<file path="src/rtl/uart_sync_fifo.sv">
// uart_sync_fifo: single-clock circular FIFO shared by the UART TX and RX paths.
// Head word is presented first-word-fall-through. The block also provides a
// fill level, almost-full/almost-empty thresholds and sticky overflow/underflow
// flags.
// Optional build macro UART_FIFO_PEAK_EN enables the high-water-mark register
// on 'peak'. When the macro is not defined, 'peak' is tied to zero.
module uart_sync_fifo #(
  parameter int DW     = 8,
  parameter int AW     = 4,
  parameter int AF_LVL = (1 << AW) - 2,
  parameter int AE_LVL = 2
) (
  input  logic          clk,
  input  logic          rst,
  input  logic          wr_en,
  input  logic [DW-1:0] idata,
  input  logic          rd_en,
  output logic [DW-1:0] odata,
  output logic          full,
  output logic          empty,
  output logic          almost_full,
  output logic          almost_empty,
  output logic [AW:0]   level,
  output logic          overflow,
  output logic          underflow,
  input  logic          clr_err,
  output logic [AW:0]   peak
);

  localparam int DEPTH = 1 << AW;
  localparam logic [AW:0] DEPTH_L = (AW+1)'(DEPTH);
  localparam logic [AW:0] AF_L    = (AW+1)'(AF_LVL);
  localparam logic [AW:0] AE_L    = (AW+1)'(AE_LVL);

  logic [DW-1:0] mem [DEPTH];
  logic [AW-1:0] wr_ptr, rd_ptr;
  logic [AW:0]   lvl_q, lvl_nxt;
  logic          wr_acc, rd_acc;
  logic          ovf_set, udf_set;

  // Status flags are decoded from the registered level only.
  assign level        = lvl_q;
  assign full         = (lvl_q == DEPTH_L);
  assign empty        = (lvl_q == '0);
  assign almost_full  = (lvl_q >= AF_L);
  assign almost_empty = (lvl_q <= AE_L);

  // The head word falls through, and the output is forced to zero while the FIFO is empty so stale memory never leaks out.
  assign odata = empty ? '0 : mem[rd_ptr];

  // Accept decisions use the state before the edge. A write to a full FIFO is accepted when a pop frees a slot in the same cycle.
  always_comb begin
    wr_acc  = wr_en & (~full | rd_en);
    rd_acc  = rd_en & ~empty;
    ovf_set = wr_en & full & ~rd_en;
    udf_set = rd_en & empty;
    lvl_nxt = lvl_q + (AW+1)'(wr_acc) - (AW+1)'(rd_acc);
  end

  // Storage has no reset. Contents are only meaningful between the pointers.
  always_ff @(posedge clk) begin
    if (wr_acc) mem[wr_ptr] <= idata;
  end

  // The pointers wrap naturally at DEPTH. The level tracks accepted pushes minus accepted pops.
  always_ff @(posedge clk) begin
    if (rst) begin
      wr_ptr <= '0;
      rd_ptr <= '0;
      lvl_q  <= '0;
    end else begin
      if (wr_acc) wr_ptr <= wr_ptr + 1'b1;
      if (rd_acc) rd_ptr <= rd_ptr + 1'b1;
      lvl_q <= lvl_nxt;
    end
  end

  // The error flags are sticky. A set in the same cycle as clr_err takes precedence over the clear.
  always_ff @(posedge clk) begin
    if (rst) begin
      overflow  <= 1'b0;
      underflow <= 1'b0;
    end else begin
      if (ovf_set)      overflow <= 1'b1;
      else if (clr_err) overflow <= 1'b0;
      if (udf_set)      underflow <= 1'b1;
      else if (clr_err) underflow <= 1'b0;
    end
  end

`ifdef UART_FIFO_PEAK_EN
  logic [AW:0] peak_q;

  // This register holds the high-water mark of the post-edge level. clr_err restarts tracking from the current level.
  always_ff @(posedge clk) begin
    if (rst)                    peak_q <= '0;
    else if (clr_err)           peak_q <= lvl_nxt;
    else if (lvl_nxt > peak_q)  peak_q <= lvl_nxt;
  end

  assign peak = peak_q;
`else
  assign peak = '0;
`endif

endmodule

</file>
<file path="config.mk">
export PLATFORM = sky130hd
export DESIGN_NAME = uart_sync_fifo
export DESIGN_NICKNAME = d
export VERILOG_FILES = /design/src/rtl/uart_sync_fifo.sv
export SDC_FILE = /design/constraint.sdc
export NUM_CORES = 1
export LEC_CHECK = 0
export ABC_AREA = 1
export CORE_UTILIZATION = 40
export CTS_CLUSTER_DIAMETER = 120
export DETAILED_ROUTE_END_ITERATION = 12
export GPL_ROUTABILITY_DRIVEN = 0
export PLACE_DENSITY = 0.66
export REMOVE_ABC_BUFFERS = 1
export SLEW_MARGIN = 20
export SYNTH_ARGS = -nofsm -noshare
export SYNTH_HDL_FRONTEND = slang
export SYNTH_SLANG_ARGS = --single-unit
</file>
<file path="constraint.sdc">
create_clock -name clk -period 5.2 [get_ports clk]
set_clock_uncertainty 0.2 [all_clocks]
set_input_delay 0.52 -clock clk [delete_from_list [all_inputs] [get_ports clk]]
set_output_delay 0.52 -clock clk [all_outputs]
set_load 0.005 [all_outputs]
</file>
---- After elaboration in Yosys (flattened, before gate mapping) ----
Memories as Yosys holds them, arrays and structs flattened. A register that Yosys moved wholly into a read port is not among the register bits.
Cells that the tools add are included.
word-level totals
  memories ................................ 1
  RAM bits ................................ 128
  latch bits .............................. 0
  bits in registers ....................... 15
  input bits .............................. 13
  ROM bits ................................ 0
memory list
  name  words  width  rd ports  clocked after memory_dff  write ports  RTL line  text
  mem   16     8      1         1                         1            35        logic [DW-1:0] mem [DEPTH];
operators by class
  shift operators ......................... 0
  multipliers ............................. 0
  reductions and logical operators ........ 3
  equal/unequal tests ..................... 1
  div/mod/pow operators ................... 0
  $lt $le $gt $ge ......................... 2
  multiplexer cells ....................... 8
  add/subtract/negate cells ............... 4
  bitwise gates (word level) .............. 9
operators by type and width
  operator                                                                number
  4-bit by 1-bit adder with 4-bit output (second input constant)          2
  4-bit 2-to-1 mux                                                        2
  8-bit 2-to-1 mux                                                        1
  5-bit by 1-bit adder with 5-bit output                                  1
  1-bit bitwise AND                                                       5
  5-bit == test (second input constant)                                   1
  5-bit by 4-bit >= comparator with 1-bit output (second input constant)  1
  5-bit by 2-bit <= comparator with 1-bit output (second input constant)  1
  5-bit logical NOT                                                       1
  1-bit 2-to-1 mux                                                        5
  5-bit by 1-bit subtractor with 5-bit output                             1
  2-bit nonzero test                                                      2
  1-bit inverter                                                          3
  1-bit OR                                                                1

---- Depth between registers and ports, before layout ----
Gate-level depths: netlist of the first run.
  depth in word-level cells ............... 6
  gate-level depth with buffers ........... 15
  gate-level depth less buffers ........... 15

---- Least setup slack after synthesis of the first run ----
Ideal clock, no wire load.
  kind .................................... reg-to-reg
  start point ............................. reg lvl_q[2] (netlist: level[2])
  end point ............................... reg lvl_q[4] (netlist: level[4])
  buffers on the path ..................... 0
  data required time ...................... 4930 ps
  slack ................................... 2591 ps
  setup time .............................. 70 ps
  arrival ................................. 2340 ps
  stages on the path, launching flop included .. 16
  cells stage by stage .................... dfxtp_1 inv_1 ha_1 nand3_1 nor2_2 nand2_1 nand2_2 inv_2 nand2_1 nand2_1 ha_1 inv_1 fa_1 o31ai_1 o21ai_0 a21oi_1
on the way
  word-level cells in the longest chain between the ends .. 6
  elaborated cells on any way between the ends .. 9
RTL lines
  what                                         RTL line  text
  start: declaration                           37        logic [AW:0] lvl_q, lvl_nxt;
  start signal: assignment                     74        lvl_q <= lvl_nxt;
  5-bit == test                                43        assign full = (lvl_q == DEPTH_L);
  net full                                     19        output logic full,
  1-bit inverter                               53        wr_acc = wr_en & (~full | rd_en);
  1-bit OR                                     53
  1-bit bitwise AND                            53
  5-bit by 1-bit adder with 5-bit output       57        lvl_nxt = lvl_q + (AW+1)'(wr_acc) - (AW+1)'(rd_acc);
  5-bit by 1-bit subtractor with 5-bit output  57
The timed path passes the listed nets, and every way through them passes these cells.
A chain may end at the register's enable or synchronous reset.

==> impl_metrics.ini, run 1 <==
[outcome]
status = finished clean

[clock_tree]
cts_resized = 0
htreeDepth = 4
clkTransAtPathRegs_ps = 60
hold_buffers = 0
cts.sinks = 147
cts_buffers = 17
post_cts.repair.setup_buffers = 0
cts_tree = built
cts_max_path_buffers = 2
clk_latency_ps = 420
root_buffer = clkbuf_16

[pwr]
p_switching_mw = 1.06
p_leak_nw = 2.73
pwr-share-comb = 0.260
clkPwrFrac = 0.349
peakVddDrop_uv = 258
total_power_mw = 3.54
seqPwrFrac = 0.392
p_int_mw = 2.48
switching_share = 0.300
power.density_nw_per_um2 = 484

[timing]
setup_viol = 0
layout_setup_ws_ps = 1370
worst_pin_slew_ps = 1160
fin_crit_ps = 3830
fmax_mhz = 261
fin_tns_setup_ps = 0
final-max-slew-violation-count = 0
rsz0062_at_grt = no
hold_ws_ps = 276
min_period_over_period = 0.737
relSlewSlack = 0.223
hold_violations = 0

[cells_and_area]
num_antenna_cells = 0
fin_cells = 822
layout_commonest_cell = nand2_1
mostFrequentLayoutCells = 178 x nand2_1, 128 x edfxtp_1, 103 x nand3_1
syn_to_final_growth_pct = 15.6
nNetsFinal = 627
drive_above_1_share = 0.0687

[global_route]
overflow = 0
grt_pass1_vias = 4108
antenna_found_initial = 0
grt_start_max_net_pins = 65
grt_first_pass_wirelength_um = 22400
grtUsageTotal = 0.187

[place]
dp_hpwl_um = 8790
place_inst = 790
port_buffers = 31
dp_slack_ps = 1870

[critical_path]
worst_ep_arrival_time_ps = 3110
startpoint_type = flip-flop
critical_path_class = reg -> out
cp_max_fo = 33
r2r.worst_path.cells = 15
reg2reg_setup_slack_ps = 2250
critPathRequiredTime_ps = 4480
critPathCaptureType = primary output

[hold_path]
holdPathStages = 2
hold_class = reg -> reg

[route]
antenna_left = 0
drt-pass1-iter-count = 5
vias = 4160
drc = 0
wl_um = 14100
vias_per_cell = 5.06
drt-initial-drc-count = 440
wl_per_cell_um = 17.1

[synth]
syn-instance-count = 572
netlist_area_sq_um = 6330
postSynthAreaPerCell_sq_um = 11.1
synth_seq_area_share = 0.668
ys_ff_latch = 147
ys_warn_count = 0
synthDistinctLibCells = 26

[floorplanning]
fp-row-count = 45
die_x_um = 128
initial_core_util = 0.413
die_area_sq_um = 16300
core_sq_um = 15300
die_h_um = 128
ios = 37

[flow_run]
max-cap-violations = 0
-- Yosys cell counts (all sizes together) --
library cell | n | share of area
inv | 24 | 0.014
conb | 1 | 0.00059
nand2 | 183 | 0.11
fa | 1 | 0.0032
nor2 | 28 | 0.017
clkinv | 1 | 0.00059
o21ai | 8 | 0.0063
edfxtp | 128 | 0.61
o21a | 1 | 0.0012
clkbuf | 4 | 0.0040
o31ai | 1 | 0.0012
xor2 | 3 | 0.0042
a21oi | 24 | 0.019
ha | 15 | 0.030
dfxtp | 19 | 0.060
nand4 | 1 | 0.00099
nand3 | 103 | 0.081
xnor2 | 1 | 0.0014
buf | 26 | 0.034
-- worst max-delay path, stage by stage (launching register included) --
cell and delay (ps):
dfxtp_1 300, buf_4 350, inv_1 620, nand3_1 340
nand3_1 130, nand2_1 150, nand2_1 60, a21oi_1 170
clkdlybuf4s50_1 530
-- worst paths after layout --
kind | start | to
worst max register to register | level[2] | level[4]
worst min-delay path | overflow | overflow
worst max-delay path | flip-flop | odata[5]
worst min register to register | overflow | overflow
-- stage by stage --
step,instance area [sq um],utilization
after CTS,7310,0.478
final,7310,0.478
after detailed placement,6690,0.437
after floorplan,6100,-
after global routing,7310,0.478
after global placement,6690,0.437
-- sequential cells by signal (all words and copies together), names as in the netlist, named ones only --
name       flops
level          5
mem          128
overflow       1
rd_ptr         4
underflow      1
wr_ptr         4
-- logic make-up (layout without fill, tap and decap cells) --
| group | count (synthesis) | count (layout) | share of synthesized area |
|---|---|---|---|
| adder cells (fa/ha/maj) | 16 | 16 | 0.0328 |
| AND/OR/NAND/NOR | 315 | 315 | 0.213 |
| flip-flops | 147 | 147 | 0.668 |
| buffers and inverters | 55 | 90 | 0.0526 |
| AO/OA/AOI/OAI | 34 | 34 | 0.0277 |
| other | 1 | 5 | 0.000593 |
| XOR/XNOR | 4 | 4 | 0.00554 |
-- routing by layer --
| layer | vias to the layer above | GRT usage | share of wire |
|---|---|---|---|
| li1 | 2008 | - | - |
| met1 | 1987 | 0.252 | 0.45 |
| met2 | 151 | 0.293 | 0.47 |
| met3 | 14 | 0.0488 | 0.072 |
| met4 | 0 | 0.0630 | 0.011 |
| met5 | - | 0 | 0 |
-- layout make-up --
cell class / count / area, sq um
clock buffers: 28 / 593
clock inverters: 4 / 26.3
fillers: 1387 / 8000
inverters: 25 / 95.1
multi-input cells: 374 / 1790
flip-flops and latches: 147 / 4230
well taps: 211 / 264
repair buffers: 33 / 325
-- power by group through the flow --
stage	Combinational, mW	Clock (mW)	Sequential [mW]
floorplan	0.480	0	1.44
global placement	0.888	0	1.41
detailed placement	0.911	0	1.41
CTS	0.921	1.25	1.39
global route	1.02	1.29	1.40
finish	0.920	1.24	1.39
Power figures use the tool's default switching activity.
==> run 2, diff against run 1 <==
--- a/config.mk
+++ b/config.mk
@@ -10,7 +10,7 @@
 export CTS_CLUSTER_DIAMETER = 120
 export DETAILED_ROUTE_END_ITERATION = 12
 export GPL_ROUTABILITY_DRIVEN = 0
-export PLACE_DENSITY = 0.66
+export PLACE_DENSITY = 0.68
 export REMOVE_ABC_BUFFERS = 1
 export SLEW_MARGIN = 20
 export SYNTH_ARGS = -nofsm -noshare
==> constraint.sdc (replaced) <==
create_clock -name clk -period 3.3 [get_ports clk]
set_clock_uncertainty 0.2 [all_clocks]
set_input_delay 0.33 -clock clk [delete_from_list [all_inputs] [get_ports clk]]
set_output_delay 0.33 -clock clk [all_outputs]
set_load 0.005 [all_outputs]
==> run 2 against run 1 <==
Wire length fell by 2.2%. Non-clock buffer count rose by 13. Die area did not move. Count of clock-buffer cells in the layout fell by 5. Via count rose by 1.6%. Sequential share of layout area fell by 0.27 points. Final area rose by 0.50%. Combinational power rose by 60%. Sequential power rose by 58%. First-iteration DRC count rose by 12%. Final cell count rose by 1.6%. Critical path type unchanged. Largest cell class unchanged.
==> impl_metrics.ini, run 2 (synthesis results as in run 1) <==
[outcome]
status = finished clean

[floorplanning]
core_sq_um = 15300
die_x_um = 128
die_area_sq_um = 16300
die_h_um = 128
fp-row-count = 45
initial_core_util = 0.413
ios = 37

[route]
drt-pass1-iter-count = 5
wl_per_cell_um = 16.5
drt-initial-drc-count = 492
vias_per_cell = 5.06
drc = 0
antenna_left = 0
wl_um = 13800
vias = 4225

[clock_tree]
root_buffer = clkbuf_16
cts_tree = built
clkTransAtPathRegs_ps = 60
htreeDepth = 4
clk_latency_ps = 420
post_cts.repair.setup_buffers = 0
cts_max_path_buffers = 2
cts_buffers = 17
cts.sinks = 147

[timing]
fin_tns_setup_ps = 0
final-max-slew-violation-count = 0
rsz0062_at_grt = no
setup_viol = 0
fin_crit_ps = 3130
fmax_mhz = 320
hold_violations = 0
worst_pin_slew_ps = 823
relSlewSlack = 0.449
min_period_over_period = 0.947

[pwr]
p_leak_nw = 2.75
peakVddDrop_uv = 397
total_power_mw = 5.43
power.density_nw_per_um2 = 738

[cells_and_area]
nNetsFinal = 641
syn_to_final_growth_pct = 16.2
layout_commonest_cell = nand2_1
largest-register = mem
num_antenna_cells = 0
drive_above_1_share = 0.0801
mostFrequentLayoutCells = 178 x nand2_1, 128 x edfxtp_1, 103 x nand3_1
fillers = 1384
largest_register_ffs = 128

[global_route]
grt_first_pass_wirelength_um = 22300
grtUsageTotal = 0.185
antenna_found_initial = 0
overflow = 0
grt_pass1_vias = 4252
grt_start_max_net_pins = 47

[critical_path]
cp_max_fo = 18
critical_path.reg2reg.startpoint = level[2]
reg2reg_setup_slack_ps = 430
r2r_end = level[4]
r2r.worst_path.cells = 15
critPathCaptureType = primary output
startpoint_type = flip-flop
critical_path_class = reg -> out
worst_ep_arrival_time_ps = 2600
critPathRequiredTime_ps = 2770

[hold_path]
hold_class = reg -> reg
min_to = underflow
holdCritStartpoint = underflow
holdPathStages = 2

[flow_run]
max-cap-violations = 0

[place]
dp_hpwl_um = 8680
port_buffers = 31
==> run 2: worst max-delay path, cell delays in order, from the launching register on <==
cell             delay (ps)
dfxtp_2                 330
inv_2                   300
buf_4                   280
nand2_1                  70
nand3_1                  70
nand3_1                  80
nand2_1                  90
nand2_1                  60
a21oi_1                 300
clkdlybuf4s50_1         570
==> run 2: final cells by class <==
type | count | area (sq um) | area share
Multi-Input combinational cell | 374 | 1790 | 0.243
Clock buffer | 23 | 448 | 0.0609
Sequential cell | 147 | 4230 | 0.575
Timing Repair Buffer | 46 | 435 | 0.0592
Timing Repair inverter | 1 | 7.51 | 0.00102
Tap cell | 211 | 264 | 0.0359
Clock inverter | 8 | 86.3 | 0.0117
Inverter | 25 | 97.6 | 0.0133
==> run 2: repair_timing <==
item,4_1_cts,5_1_grt
endpoints found under the setup margin,0,8
gates resized for setup,0,3
endpoints found under the hold margin,0,0
hold buffers,0,0
==> run 2: worst max path at each step <==
stage,from,endpoint,cells after the start,slack (ps)
global placement,rd_en,level[4],13,490
CTS,flip-flop,odata[3],7,130
floorplan,flip-flop,odata[1],7,290
global route,flip-flop,odata[5],9,1
detailed placement,rd_en,level[4],13,420
finish,flip-flop,odata[5],9,170
==> run 2: per-layer routing <==
layer  vias to the layer above  wire length (um)  GRT usage
met1                      2004              6150      0.246
met4                         0               284     0.0796
met3                        24               901     0.0442
li1                       2036                 -          -
met5                         -                 0          0
met2                       161              6450      0.288
==> run 2: report_power, final <==
part / leakage, nW / switching (mW) / internal, mW
clock: 0.261 / 0.672 / 1.09
sequential: 1.31 / 0.0782 / 2.11
combinational: 1.17 / 0.879 / 0.591
==> run 2: stage by stage <==
stage | hold slack [ps] | std cells | setup WS (ps) | area (sq um) | util
after global placement | 258 | 803 | 488 | 6800 | 0.444
after detailed placement | 264 | 803 | 424 | 6800 | 0.444
after CTS | 275 | 834 | 130 | 7340 | 0.479
final | 268 | 835 | 174 | 7350 | 0.480
after global routing | 302 | 835 | 1.18 | 7350 | 0.480
after floorplan | 197 | 546 | 294 | 6100 | -
==> run 3, diff against run 2 <==
--- a/config.mk
+++ b/config.mk
@@ -6,6 +6,7 @@
 export NUM_CORES = 1
 export LEC_CHECK = 0
 export ABC_AREA = 1
+export CORE_MARGIN = 4
 export CORE_UTILIZATION = 40
 export CTS_CLUSTER_DIAMETER = 120
 export DETAILED_ROUTE_END_ITERATION = 12
==> run 3 against run 2 <==
Flip-flop and latch count is the same. Die area rose by 9.6%. Clock power increased by 3%. Count of clock-buffer cells in the layout shrank 3. Sequential share of layout area down 0.42 points. Critical path type unchanged. Sequential power about the same. Non-clock buffer count up 2. Register-to-register slack hardly changed. Setup slack gained 38 ps.
==> impl_metrics.ini, run 3 (synthesis results as in run 1) <==
[route]
drt-initial-drc-count = 428
wl_met2_um = 6370
drc = 0
wl_per_cell_um = 15.8
antenna_left = 0
drt-pass1-iter-count = 6
vias = 4187
vias_per_cell = 5.00
wl_met3_um = 998
highest_layer = met4
wl_met1_um = 5700
wl_um = 13200

[critical_path]
worst_ep_arrival_time_ps = 2560
cp_max_fo = 10
critPathCaptureType = primary output
critical_path_class = reg -> out
startpoint_type = flip-flop
critPathRequiredTime_ps = 2770

[global_route]
antenna_found_initial = 0
grtUsageTotal = 0.155
grt_pass1_vias = 4163
grt_first_pass_wirelength_um = 21400
grt_start_max_net_pins = 65
overflow = 0

[cells_and_area]
ff_latch_area_sq_um = 4230
num_antenna_cells = 0
syn_to_final_growth_pct = 17.0
largest-register = mem
largest_register_ffs = 128
layout_commonest_cell = nand2_1
mostFrequentLayoutCells = 178 x nand2_1, 128 x edfxtp_1, 103 x nand3_1
drive_above_1_share = 0.0895
nNetsFinal = 642
fillers = 1368
multi_input_area_sq_um = 1790

[pwr]
clkPwrFrac = 0.335
p_leak_nw = 2.77
pwr-share-comb = 0.266
switching_share = 0.301
p_int_mw = 3.82
peakVddDrop_uv = 471
power.density_nw_per_um2 = 739
seqPwrFrac = 0.399
p_switching_mw = 1.65

[floorplanning]
die_x_um = 134
die_h_um = 134
initial_core_util = 0.412
fp-row-count = 45
ios = 37
die_area_sq_um = 17900
core_sq_um = 15400

[clock_tree]
cts_max_path_buffers = 2
hold_buffers = 0
root_buffer = clkbuf_16
cts_resized = 0
post_cts.repair.setup_buffers = 0
cts_tree = built
clkTransAtPathRegs_ps = 50
clk_latency_ps = 410
htreeDepth = 4
cts_buffers = 17
cts.sinks = 147

[place]
dp_hpwl_um = 8560
port_buffers = 31

[timing]
setup_viol = 0
worst_pin_slew_ps = 819
hold_violations = 0
rsz0062_at_grt = no
hold_ws_ps = 270
fin_tns_setup_ps = 0
final-max-slew-violation-count = 0
min_period_over_period = 0.936
fin_crit_ps = 3090
relSlewSlack = 0.452
fmax_mhz = 324

[outcome]
status = finished clean

[hold_path]
hold_class = reg -> reg

[flow_run]
max-cap-violations = 0
[run 3: metrics by stage]
step	cells	total power, mW	utilization	setup WS (ps)	instance area (sq um)
after floorplan	546	3.03	-	294	6100
after global placement	805	3.64	0.444	489	6830
after detailed placement	805	3.67	0.444	436	6830
after global routing	837	5.79	0.482	66.8	7400
final	837	5.47	0.482	212	7400
after CTS	837	5.51	0.482	101	7400
[run 3: critical path: stages (launching register included)]
cell and delay (ps):
dfxtp_1 410, inv_1 110, ha_1 220, nand4_1 120, clkinv_1 360, a21oi_1 360, clkdlybuf4s50_1 570
[run 3: area by class of cell]
cell class                 count  share of cell area
sequential                   147               0.571
inverter                      25              0.0127
multi-input combinational    374               0.241
timing repair buffer          48              0.0625
clock inverter                12              0.0181
tap                          211              0.0357
clock buffer                  20              0.0590
[run 3: power groups by stage]
stage               combinational, mW  clock, mW  sequential [mW]
CTS                              1.47       1.86             2.18
finish                           1.45       1.83             2.18
global route                     1.65       1.95             2.19
floorplan                       0.756          0             2.27
detailed placement               1.45          0             2.22
global placement                 1.42          0             2.22
[run 3: path summary, 6_finish.rpt]
check	startpoint	end	slack, ps	cells after the start
max reg2reg	level[2]	level[4]	440	15
min reg2reg	underflow	underflow	270	2
max	level[2]	odata[0]	210	6
min	underflow	underflow	270	2
[run 3: metal layers]
| metal | GRT usage | vias to the layer above |
|---|---|---|
| li1 | - | 2041 |
| met4 | 0.0543 | 0 |
| met5 | 0 | - |
| met1 | 0.194 | 1960 |
| met2 | 0.252 | 170 |
| met3 | 0.0529 | 16 |
